**config.mk**
```make
export PLATFORM = sky130hd
export DESIGN_NAME = uart_tx_io
export DESIGN_NICKNAME = d
export VERILOG_FILES = /design/src/rtl/uart_io_pkg.sv /design/src/rtl/uart_tx_io_sync_fifo.sv /design/src/rtl/uart_tx_io.sv
export SDC_FILE = /design/constraint.sdc
export NUM_CORES = 1
export LEC_CHECK = 0
export CORE_MARGIN = 2
export CORE_UTILIZATION = 40
export CTS_CLUSTER_DIAMETER = 80
export CTS_CLUSTER_SIZE = 28
export DETAILED_ROUTE_END_ITERATION = 7
export GPL_ROUTABILITY_DRIVEN = 0
export PLACE_DENSITY_LB_ADDON = 0.15
export RECOVER_POWER = 25
export SYNTH_ARGS = -nofsm -noshare
export SYNTH_HDL_FRONTEND = slang
export SYNTH_SLANG_ARGS = --single-unit
```
**constraint.sdc**
```tcl
create_clock -name clk -period 2.6 [get_ports clk]
set_input_delay 0.39 -clock clk [delete_from_list [all_inputs] [get_ports clk]]
set_output_delay 0.39 -clock clk [all_outputs]
set_load 0.01 [all_outputs]
```
**src/rtl/uart_io_pkg.sv**
```systemverilog
// Shared definitions for the memory-mapped UART transmitter: FSM states,
// register offsets and STATUS/CTRL bit positions.
package uart_io_pkg;

  typedef enum logic [1:0] {
    ST_IDLE  = 2'd0,
    ST_START = 2'd1,
    ST_DATA  = 2'd2,
    ST_STOP  = 2'd3
  } tx_state_t;

  localparam logic [1:0] REG_TXDATA = 2'd0;
  localparam logic [1:0] REG_STATUS = 2'd1;
  localparam logic [1:0] REG_CTRL   = 2'd2;

  localparam int STAT_EMPTY   = 0;
  localparam int STAT_FULL    = 1;
  localparam int STAT_ACTIVE  = 2;
  localparam int STAT_OVF     = 3;
  localparam int STAT_CNT_LSB = 4;
  localparam int STAT_CNT_W   = 4;

  localparam int CTRL_CLR_OVF = 0;
  localparam int CTRL_FLUSH   = 1;

  function automatic logic [15:0] pack_status(input logic empty,
                                              input logic full,
                                              input logic active,
                                              input logic ovf,
                                              input logic [STAT_CNT_W-1:0] cnt);
    logic [15:0] s;
    s                              = '0;
    s[STAT_EMPTY]                  = empty;
    s[STAT_FULL]                   = full;
    s[STAT_ACTIVE]                 = active;
    s[STAT_OVF]                    = ovf;
    s[STAT_CNT_LSB +: STAT_CNT_W]  = cnt;
    return s;
  endfunction

endpackage

```
**src/rtl/uart_tx_io_sync_fifo.sv**
```systemverilog
// Synchronous FIFO with push/pop/flush, occupancy count and a registered-array
// head output. DEPTH must be a power of two so the pointers wrap naturally.
module sync_fifo #(
  parameter int WIDTH = 8,
  parameter int DEPTH = 8,
  localparam int PW = (DEPTH > 1) ? $clog2(DEPTH) : 1,
  localparam int CW = $clog2(DEPTH + 1)
) (
  input  logic             clk,
  input  logic             rst,
  input  logic             push,
  input  logic             pop,
  input  logic             flush,
  input  logic [WIDTH-1:0] wdata,
  output logic [WIDTH-1:0] head,
  output logic             full,
  output logic             empty,
  output logic [CW-1:0]    count
);

  localparam logic [PW-1:0] PTR_ONE  = PW'(1);
  localparam logic [CW-1:0] CNT_ONE  = CW'(1);
  localparam logic [CW-1:0] CNT_FULL = CW'(DEPTH);

  logic [WIDTH-1:0] mem [DEPTH];
  logic [PW-1:0]    wr_ptr;
  logic [PW-1:0]    rd_ptr;
  logic [CW-1:0]    cnt;
  logic             push_ok;
  logic             pop_ok;

  assign full    = (cnt == CNT_FULL);
  assign empty   = (cnt == '0);
  assign count   = cnt;
  assign head    = mem[rd_ptr];
  // A push into a full FIFO is dropped even if a pop frees a slot this cycle.
  assign push_ok = push & ~full & ~flush;
  assign pop_ok  = pop & ~empty;

  always_ff @(posedge clk or negedge rst) begin
    if (!rst) begin
      wr_ptr <= '0;
      rd_ptr <= '0;
      cnt    <= '0;
    end else if (flush) begin
      rd_ptr <= wr_ptr;
      cnt    <= '0;
    end else begin
      if (push_ok) wr_ptr <= wr_ptr + PTR_ONE;
      if (pop_ok)  rd_ptr <= rd_ptr + PTR_ONE;
      case ({push_ok, pop_ok})
        2'b10:   cnt <= cnt + CNT_ONE;
        2'b01:   cnt <= cnt - CNT_ONE;
        default: cnt <= cnt;
      endcase
    end
  end

  always_ff @(posedge clk) begin
    if (push_ok) mem[wr_ptr] <= wdata;
  end

endmodule

```
**src/rtl/uart_tx_io.sv**
```systemverilog
// UART 8N1 transmitter peripheral on the CPU IO bus: register decode, TX FIFO
// and a baud-timed shifter driving a registered tx pin.
//
// state | meaning
// IDLE  | tx high, waiting for a byte in the FIFO
// START | start bit (tx low) for CLK_DIV cycles
// DATA  | 8 data bits, LSB first, CLK_DIV cycles each
// STOP  | stop bit (tx high) for CLK_DIV cycles
module uart_tx_io
  import uart_io_pkg::*;
#(
  parameter int CLK_DIV    = 87,
  parameter int FIFO_DEPTH = 8
) (
  input  logic        clk,
  input  logic        rst,
  input  logic        uart_ctrl,
  input  logic        io_write,
  input  logic        io_read,
  input  logic [1:0]  reg_off,
  input  logic [15:0] wdata,
  output logic [15:0] rdata,
  output logic        tx,
  output logic        busy
);

  localparam int BW = (CLK_DIV > 1) ? $clog2(CLK_DIV) : 1;
  localparam int CW = $clog2(FIFO_DEPTH + 1);
  localparam logic [BW-1:0] BAUD_LAST = BW'(CLK_DIV - 1);
  localparam logic [BW-1:0] BAUD_ONE  = BW'(1);

  tx_state_t   state, state_d;
  logic [BW-1:0] baud_cnt, baud_cnt_d;
  logic [2:0]    bit_idx, bit_idx_d;
  logic [7:0]    shift_q, shift_d;
  logic          tx_d;
  logic          bit_end;

  logic          wr_en, push, ctrl_wr, flush, clr_ovf, overflow;
  logic          fifo_pop, fifo_full, fifo_empty;
  logic [7:0]    fifo_head;
  logic [CW-1:0] fifo_count;
  logic          shifter_active;
  logic          unused_wdata;

  assign wr_en    = uart_ctrl & io_write;
  assign push     = wr_en & (reg_off == REG_TXDATA);
  assign ctrl_wr  = wr_en & (reg_off == REG_CTRL);
  assign flush    = ctrl_wr & wdata[CTRL_FLUSH];
  assign clr_ovf  = ctrl_wr & wdata[CTRL_CLR_OVF];
  assign unused_wdata = ^wdata[15:8];

  sync_fifo #(
    .WIDTH (8),
    .DEPTH (FIFO_DEPTH)
  ) u_fifo (
    .clk   (clk),
    .rst   (rst),
    .push  (push),
    .pop   (fifo_pop),
    .flush (flush),
    .wdata (wdata[7:0]),
    .head  (fifo_head),
    .full  (fifo_full),
    .empty (fifo_empty),
    .count (fifo_count)
  );

  always_ff @(posedge clk or negedge rst) begin
    if (!rst) begin
      overflow <= 1'b0;
    end else if (clr_ovf) begin
      overflow <= 1'b0;
    end else if (push && fifo_full && !flush) begin
      overflow <= 1'b1;
    end
  end

  assign shifter_active = (state != ST_IDLE);
  assign busy           = shifter_active | ~fifo_empty;
  assign bit_end        = (baud_cnt == BAUD_LAST);

  always_comb begin
    rdata = '0;
    if (uart_ctrl && io_read && reg_off == REG_STATUS) begin
      rdata = pack_status(fifo_empty, fifo_full, shifter_active, overflow,
                          STAT_CNT_W'(fifo_count));
    end
  end

  always_comb begin
    state_d    = state;
    baud_cnt_d = baud_cnt;
    bit_idx_d  = bit_idx;
    shift_d    = shift_q;
    fifo_pop   = 1'b0;
    case (state)
      ST_IDLE: begin
        baud_cnt_d = '0;
        if (!fifo_empty) begin
          fifo_pop = 1'b1;
          shift_d  = fifo_head;
          state_d  = ST_START;
        end
      end
      ST_START: begin
        if (bit_end) begin
          baud_cnt_d = '0;
          bit_idx_d  = '0;
          state_d    = ST_DATA;
        end else begin
          baud_cnt_d = baud_cnt + BAUD_ONE;
        end
      end
      ST_DATA: begin
        if (bit_end) begin
          baud_cnt_d = '0;
          shift_d    = {1'b0, shift_q[7:1]};
          if (bit_idx == 3'd7) begin
            state_d = ST_STOP;
          end else begin
            bit_idx_d = bit_idx + 3'd1;
          end
        end else begin
          baud_cnt_d = baud_cnt + BAUD_ONE;
        end
      end
      ST_STOP: begin
        if (bit_end) begin
          baud_cnt_d = '0;
          state_d    = ST_IDLE;
        end else begin
          baud_cnt_d = baud_cnt + BAUD_ONE;
        end
      end
      default: state_d = ST_IDLE;
    endcase

    // tx is registered from the next-state view so the line changes on the
    // same edge that the state does.
    tx_d = 1'b1;
    case (state_d)
      ST_START: tx_d = 1'b0;
      ST_DATA:  tx_d = shift_d[0];
      default:  tx_d = 1'b1;
    endcase
  end

  always_ff @(posedge clk or negedge rst) begin
    if (!rst) begin
      state    <= ST_IDLE;
      baud_cnt <= '0;
      bit_idx  <= '0;
      shift_q  <= '0;
      tx       <= 1'b1;
    end else begin
      state    <= state_d;
      baud_cnt <= baud_cnt_d;
      bit_idx  <= bit_idx_d;
      shift_q  <= shift_d;
      tx       <= tx_d;
    end
  end

endmodule

```
### After elaboration in Yosys (flattened, before gate mapping)

Memory sizes are Yosys's and may differ from the RTL's.
Index checks and enable logic that the tools add are counted.

| storage, ports and cells | value |
|---|---|
| register bits after elaboration | 32 |
| memory bits (writable) | 64 |
| output and inout port bits | 18 |
| word-level logic and storage cells | 90 |
| memories kept | 1 |

| operators by class | value |
|---|---|
| add/sub/neg operators | 6 |
| eq/ne operators | 16 |
| mux-type cells | 27 |
| bitwise gates (word level) | 12 |
| reduce and logical (&&, ||, !) cells | 18 |

Memory list:

| memory | depth | bits a word | rd ports | clocked after memory_dff | wr ports | RTL line | source |
|---|---|---|---|---|---|---|---|
| u_fifo.mem | 8 | 8 | 1 | 0 | 1 | uart_tx_io_sync_fifo.sv:25 | `logic [WIDTH-1:0] mem [DEPTH];` |

Operators by type and width:

| cell | count |
|---|---|
| 8-bit two-way mux | 3 |
| 8-bit one-hot mux with 2 select lines | 1 |
| 3-bit two-way mux | 5 |
| 7-bit one-hot mux with 2 select lines | 1 |
| 2-bit equality test (second input constant) | 5 |
| 2-bit two-way mux | 5 |
| 2-bit nonzero test | 5 |
| 3-bit by 1-bit adder with 3-bit output (second input constant) | 3 |
| 1-bit AND | 8 |
| 2-bit by 1-bit equality test with 1-bit output (second input constant) | 4 |
| 2-bit != test (second input constant) | 4 |
| 2-bit one-hot mux with 4 select lines | 1 |
| 4-bit one-hot mux with 2 select lines | 1 |
| 7-bit by 1-bit adder with 7-bit output (second input constant) | 1 |
| 7-bit equality test (second input constant) | 1 |
| 7-bit two-way mux | 1 |
| 1-bit two-way mux | 6 |
| 3-bit one-hot mux with 2 select lines | 1 |
| 4-bit by 1-bit adder with 4-bit output (second input constant) | 1 |
| 4-bit equality test (second input constant) | 1 |
| 1-bit logical AND | 4 |
| 2-bit zero test | 2 |
| 4-bit zero test | 1 |
| 4-bit two-way mux | 1 |
| 11 further kinds | 13 |

### Longest topological paths before layout

Gate-level depths: netlist (run 1).

| logic depth | value |
|---|---|
| depth in word-level cells | 8 |
| gate-level depth with buffers | 10 |
| mapped depth without buffers | 8 |

### By module

From an unflattened synthesis (run 1), not the netlist that was laid out.

| second synthesis, totals | value |
|---|---|
| cells, all modules | 295 |
| area, all modules | 4450.5 um^2 |

By module, submodules not included:

| module | times used | cells each | area each (um^2) |
|---|---|---|---|
| sync_fifo | 1 | 167 | 3181.8 |
| uart_tx_io | 1 | 128 | 1268.7 |

### Worst setup path before layout (run 1)

OpenSTA, ideal clock, no wires.

| timing | value |
|---|---|
| kind | flip-flop to flip-flop |
| start | reg u_fifo.cnt[0], in the netlist u_fifo.count[0] |
| end | reg u_fifo.cnt[3], in the netlist u_fifo.count[3] |
| library setup time | 0.124 ns |
| arrival | 2.368 ns |
| data required time | 2.476 ns |
| slack | 0.108 ns |
| cell stages (with the launch flop) | 11 |
| path buffers | 2 |
| period minus slack after synthesis | 2.492 ns |
| cell sequence | dfrtp_1 -> buf_6 -> or4_4 -> buf_6 -> nand2_1 -> nor2_1 -> ha_1 -> a31oi_1 -> a2111oi_2 -> o31ai_1 -> o21bai_1 |

| between the ends | value |
|---|---|
| word-level cells in the longest chain between the ends | 7 |
| elaborated cells on any way between the ends | 16 |
| those cells by class | add/sub: 2; eq/ne: 3; mux: 4; bitwise: 5; reduce/logical: 2 |

RTL lines:

| element | RTL line | source |
|---|---|---|
| start, declared | uart_tx_io_sync_fifo.sv:28 | `logic [CW-1:0] cnt;` |
| start signal, assigned | uart_tx_io_sync_fifo.sv:52 | `2'b10: cnt <= cnt + CNT_ONE;` |
| start signal, assigned | uart_tx_io_sync_fifo.sv:53 | `2'b01: cnt <= cnt - CNT_ONE;` |
| start signal, assigned | uart_tx_io_sync_fifo.sv:54 | `default: cnt <= cnt;` |
| 4-bit zero test or 4-bit equality test (tied branches) | uart_tx_io_sync_fifo.sv:33, uart_tx_io_sync_fifo.sv:32 |  |
| 1-bit two-way mux or 1-bit NOT (tied branches) | uart_tx_io.sv:100, uart_tx_io_sync_fifo.sv:37 |  |
| 1-bit two-way mux or 1-bit AND (tied branches) | uart_tx_io.sv:97, uart_tx_io_sync_fifo.sv:37 |  |
| 1-bit AND, on equally long branches | uart_tx_io_sync_fifo.sv:38, uart_tx_io_sync_fifo.sv:37 |  |
| 2-bit by 1-bit equality test with 1-bit output or 2-bit equality test (tied branches) | uart_tx_io_sync_fifo.sv:51 | `case ({push_ok, pop_ok})` |
| 4-bit one-hot mux with 2 select lines | uart_tx_io_sync_fifo.sv:51 |  |
| 4-bit two-way mux | uart_tx_io_sync_fifo.sv:45 | `end else if (flush) begin` |

Several ways; a longest one is shown, not always the timed one.
A chain may end at the register's enable or synchronous reset.

### Final worst setup path (run 1)

| timing | value |
|---|---|
| start | reg u_fifo.cnt[2], in the netlist u_fifo.count[2] |
| end | out rdata[1] |

| between the ends | value |
|---|---|
| word-level cells in the longest chain between the ends | 2 |

RTL lines:

| element | RTL line | source |
|---|---|---|
| 4-bit equality test | uart_tx_io_sync_fifo.sv:32 | `assign full = (cnt == CNT_FULL);` |
| 8-bit two-way mux | uart_tx_io.sv:85 | `if (uart_ctrl && io_read && reg_off == REG_STATUS) begin` |
| end, declared | uart_tx_io.sv:22 | `output logic [15:0] rdata,` |

No other way between the ends.

==> results of run 1 <==
==> kinds of logic after synthesis <==
logic type / count (synthesis) / share of synthesized area
simple gates: 88 / 0.1100
xor+xnor: 11 / 0.02211
buf+inv: 21 / 0.03072
compound gates: 38 / 0.06776
flops: 96 / 0.6250
fa+ha+maj: 8 / 0.02297
other cells: 1 / 0.0008605
mux: 32 / 0.1206
==> state kept, by name (all words and copies together), names as in the netlist <==
register and flops:
overflow 1, u_fifo.mem 64, state 2, bit_idx 3
u_fifo.rd_ptr 3, tx 1, u_fifo.wr_ptr 3, u_fifo.count 4
shift_q 8, baud_cnt 7
==> cells in the final DEF, fill, tap and decap left out, drive strengths merged, types with 3 or more instances in the layout <==
cell | netlist | layout
edfxtp | 64 | 64
buf | 15 | 31
dfrtp | 31 | 31
nor2 | 30 | 30
clkdlybuf4s50 | 0 | 20
nand2 | 18 | 18
mux4 | 16 | 16
mux2i | 12 | 12
clkbuf | 3 | 10
o21ai | 9 | 9
ha | 8 | 8
conb | 1 | 8
xnor2 | 6 | 6
a221o | 6 | 6
nor3 | 6 | 6
xor2 | 5 | 5
and2 | 5 | 5
inv | 3 | 5
nand2b | 4 | 4
nand3 | 4 | 4
mux2 | 4 | 4
nor4 | 4 | 4
o2bb2ai | 3 | 3
a31oi | 3 | 3
dlygate4sd3 | 0 | 3
a22oi | 3 | 3
==> power groups by stage <==
| stage | Sequential (W) | Clock, W | Combinational [W] |
|---|---|---|---|
| global route | 0.00218 | 0.000992 | 0.00144 |
| floorplan | 0.00203 | 0 | 0.00103 |
| global placement | 0.00218 | 0 | 0.00118 |
| finish | 0.00214 | 0.000900 | 0.00129 |
| detailed placement | 0.00219 | 0 | 0.00120 |
| CTS | 0.00213 | 0.000924 | 0.00129 |
==> area by class of cell <==
class / instances / area (µm²)
fillers: 982 / 5630
flip-flops and latches: 96 / 2728
multi-input cells: 185 / 1545
repair buffers: 56 / 479.2
well taps: 140 / 175.2
clock buffers: 9 / 123.9
clock inverters: 6 / 52.55
inverters: 3 / 11.26
==> worst min path at each step <==
| stage | startpoint | to | slack (ns) | cells past startpoint |
|---|---|---|---|---|
| 2_1_floorplan | rst | baud_cnt[0]$_DFF_PN0_ | 0.09 | 0 |
| 3_3_place_gp | overflow$_DFFE_PN0P_ | overflow$_DFFE_PN0P_ | 0.49 | 2 |
| 3_5_place_dp | overflow$_DFFE_PN0P_ | overflow$_DFFE_PN0P_ | 0.50 | 2 |
| 4_1_cts | rst | overflow$_DFFE_PN0P_ | 0.43 | 2 |
| 5_1_grt | baud_cnt[0]$_DFF_PN0_ | baud_cnt[0]$_DFF_PN0_ | 0.54 | 1 |
| 6_report | baud_cnt[0]$_DFF_PN0_ | baud_cnt[0]$_DFF_PN0_ | 0.51 | 1 |
==> per-stage QoR <==
stage          hold WS (ns)  cell area (µm²)
6_report             0.5145             5115
5_1_grt              0.5366             5115
4_1_cts              0.4322             5102
3_5_place_dp         0.4954             4886
3_3_place_gp         0.4878             4886
2_1_floorplan       0.09441             4384
==> worst max-delay path: stages (launching register included) <==
cell and delay (ns):
dfrtp_1 0.48, or4b_4 0.56, nor2_1 0.12, clkdlybuf4s50_1 0.54
==> layer usage <==
| metal | GRT usage | vias up | part of all wire | routed length (µm) |
|---|---|---|---|---|
| met4 | 0.04670 | 0 | 0.010 | 88 |
| met5 | 0 | - | 0 | 0 |
| met1 | 0.2047 | 1309 | 0.47 | 3979 |
| met3 | 0.03617 | 7 | 0.032 | 271 |
| met2 | 0.2610 | 47 | 0.49 | 4148 |
| li1 | - | 1233 | - | - |
==> cells in the mapped netlist, drive strengths merged (3+ instances only) <==
cell,instances
edfxtp,64
dfrtp,31
nor2,30
nand2,18
mux4,16
buf,15
mux2i,12
o21ai,9
ha,8
a221o,6
nor3,6
xnor2,6
and2,5
xor2,5
mux2,4
nand2b,4
nand3,4
nor4,4
a22oi,3
a31oi,3
clkbuf,3
inv,3
o2bb2ai,3
==> repair_timing <==
item / CTS / global route
gates resized for setup: 2 / 4
endpoints found under the setup margin: 2 / 3
pin swaps: 0 / 0
setup buffers: 5 / 0
cloned: 0 / 0
endpoints found under the hold margin: 0 / 0
==> impl_metrics.ini, run 1 <==
[run_status]
outcome = complete, but fails checks
failed_checks = max-capacitance violations, max-slew violations

[timing]
rsz0062_at_grt = no
final.setup_skew_ns = 0.01875
setup_tns_ns = 0
fin_ws_ns = 0.1481
finalSetupViolCount = 0
slew_headroom = -0.1628
worstMarginPinSlew_ns = 1.744
max_freq_mhz = 407.8
period_share = 0.9431
hold_viol = 0
period_needed_ns = 2.452
maxSlewViolCount = 33

[worst_setup_path]
cp-endpoint = rdata[1]
startpoint_type = flip-flop
end_kind = primary output
arrival_ns = 2.06
worstSetupPathType = flip-flop to primary output
r2r_start = u_fifo.count[0]$_DFFE_PN0P_
ff2ff_path_depth = 8
crit_fanout = 7
r2r_slack_ns = 0.32
timing.rr.end = u_fifo.count[3]$_DFFE_PN0P_
critPathLaunch = u_fifo.count[2]$_DFFE_PN0P_
required_ns = 2.21

[route]
wire_per_inst_um = 17.15
vias = 2596
drt-total-wl_mm = 8.487
drtIter0Drc = 128
route.detailed.drc = 0
vias_per_cell = 5.244
dr.pass1.iters = 4
final_antenna_net_count = 0

[synth]
synth_edf_count = 64
synthCells = 295
synth_warnings = 0
yosysTopAreaCellShare = 0.4410
ys_types = 57
synthArstFlopShare = 0.3333
avgSynthCellArea_um2 = 14.77
ys.flop_type = edfxtp_1
syn_area_um2 = 4358
yosys.area.top_type = edfxtp_1
ys_ff_latch = 96
seq_area_frac_synth = 0.6250
ys_top_cells_by_area = edfxtp_1 (44%), dfrtp_1 (18%), mux4_2 (8.3%)

[final_layout]
layout.cells.non_filler = 495
diodes = 0
fin_nets = 382
final_core_util = 0.4760
syn2layout_area_growth_pct = 17.37
drive_gt1_frac = 0.2254

[global_routing]
grt_util_all_layers = 0.1565
grt_pass1_wl_mm = 13.66
grt.overflow.total = 0
grt_pass1_vias = 2532
grt_max_degree = 33
antenna_found_initial = 0

[cts]
postCtsHoldBufs = 0
insertion_delay_ns = 0.36
clk_pin_slew_worst_paths_ns = 0.09
cts-buffers-inserted = 9
ctsRootBufferMaster = clkbuf_8
clock-sinks = 96
cts_tree = done
htreeDepth = 3
clockBufferDepth = 2

[min_path]
hp-class = flip-flop to flip-flop

[pwr]
p_int_w = 0.002910
combPwrFrac = 0.298
power_density_nw_per_um2 = 845.2
leakage_nw = 1.839
peakVddDrop_v = 0.0004107
switching_share = 0.3268
p_sw_w = 0.001413
sequentialPowerShare = 0.494
clock_power_share = 0.208
finalPower_w = 0.004323

[floorplanning]
initial_core_util = 0.4056
floorplan.die_area_um2 = 11750
dieWidth_um = 108.4
die_h_um = 108.4
core_um2 = 10750
num_io_pins = 41
placement_rows = 38

[run]
maxCapViolCount = 1

[placed_design]
place_ws_ns = 0.07328
io_buffers = 24
post-dp-hpwl_mm = 5.633
post-place-cells = 475
Note: power is estimated with default switching activity, not from simulation.
==> run 2: changes to the inputs <==
Settings changed: ABC_CLOCK_PERIOD_IN_PS set to 2600, CTS_CLUSTER_SIZE 28 to unset, TNS_END_PERCENT set to 100.
==> results of run 2 <==
The final DEF is identical to that of run 1; final timing and power are the same.
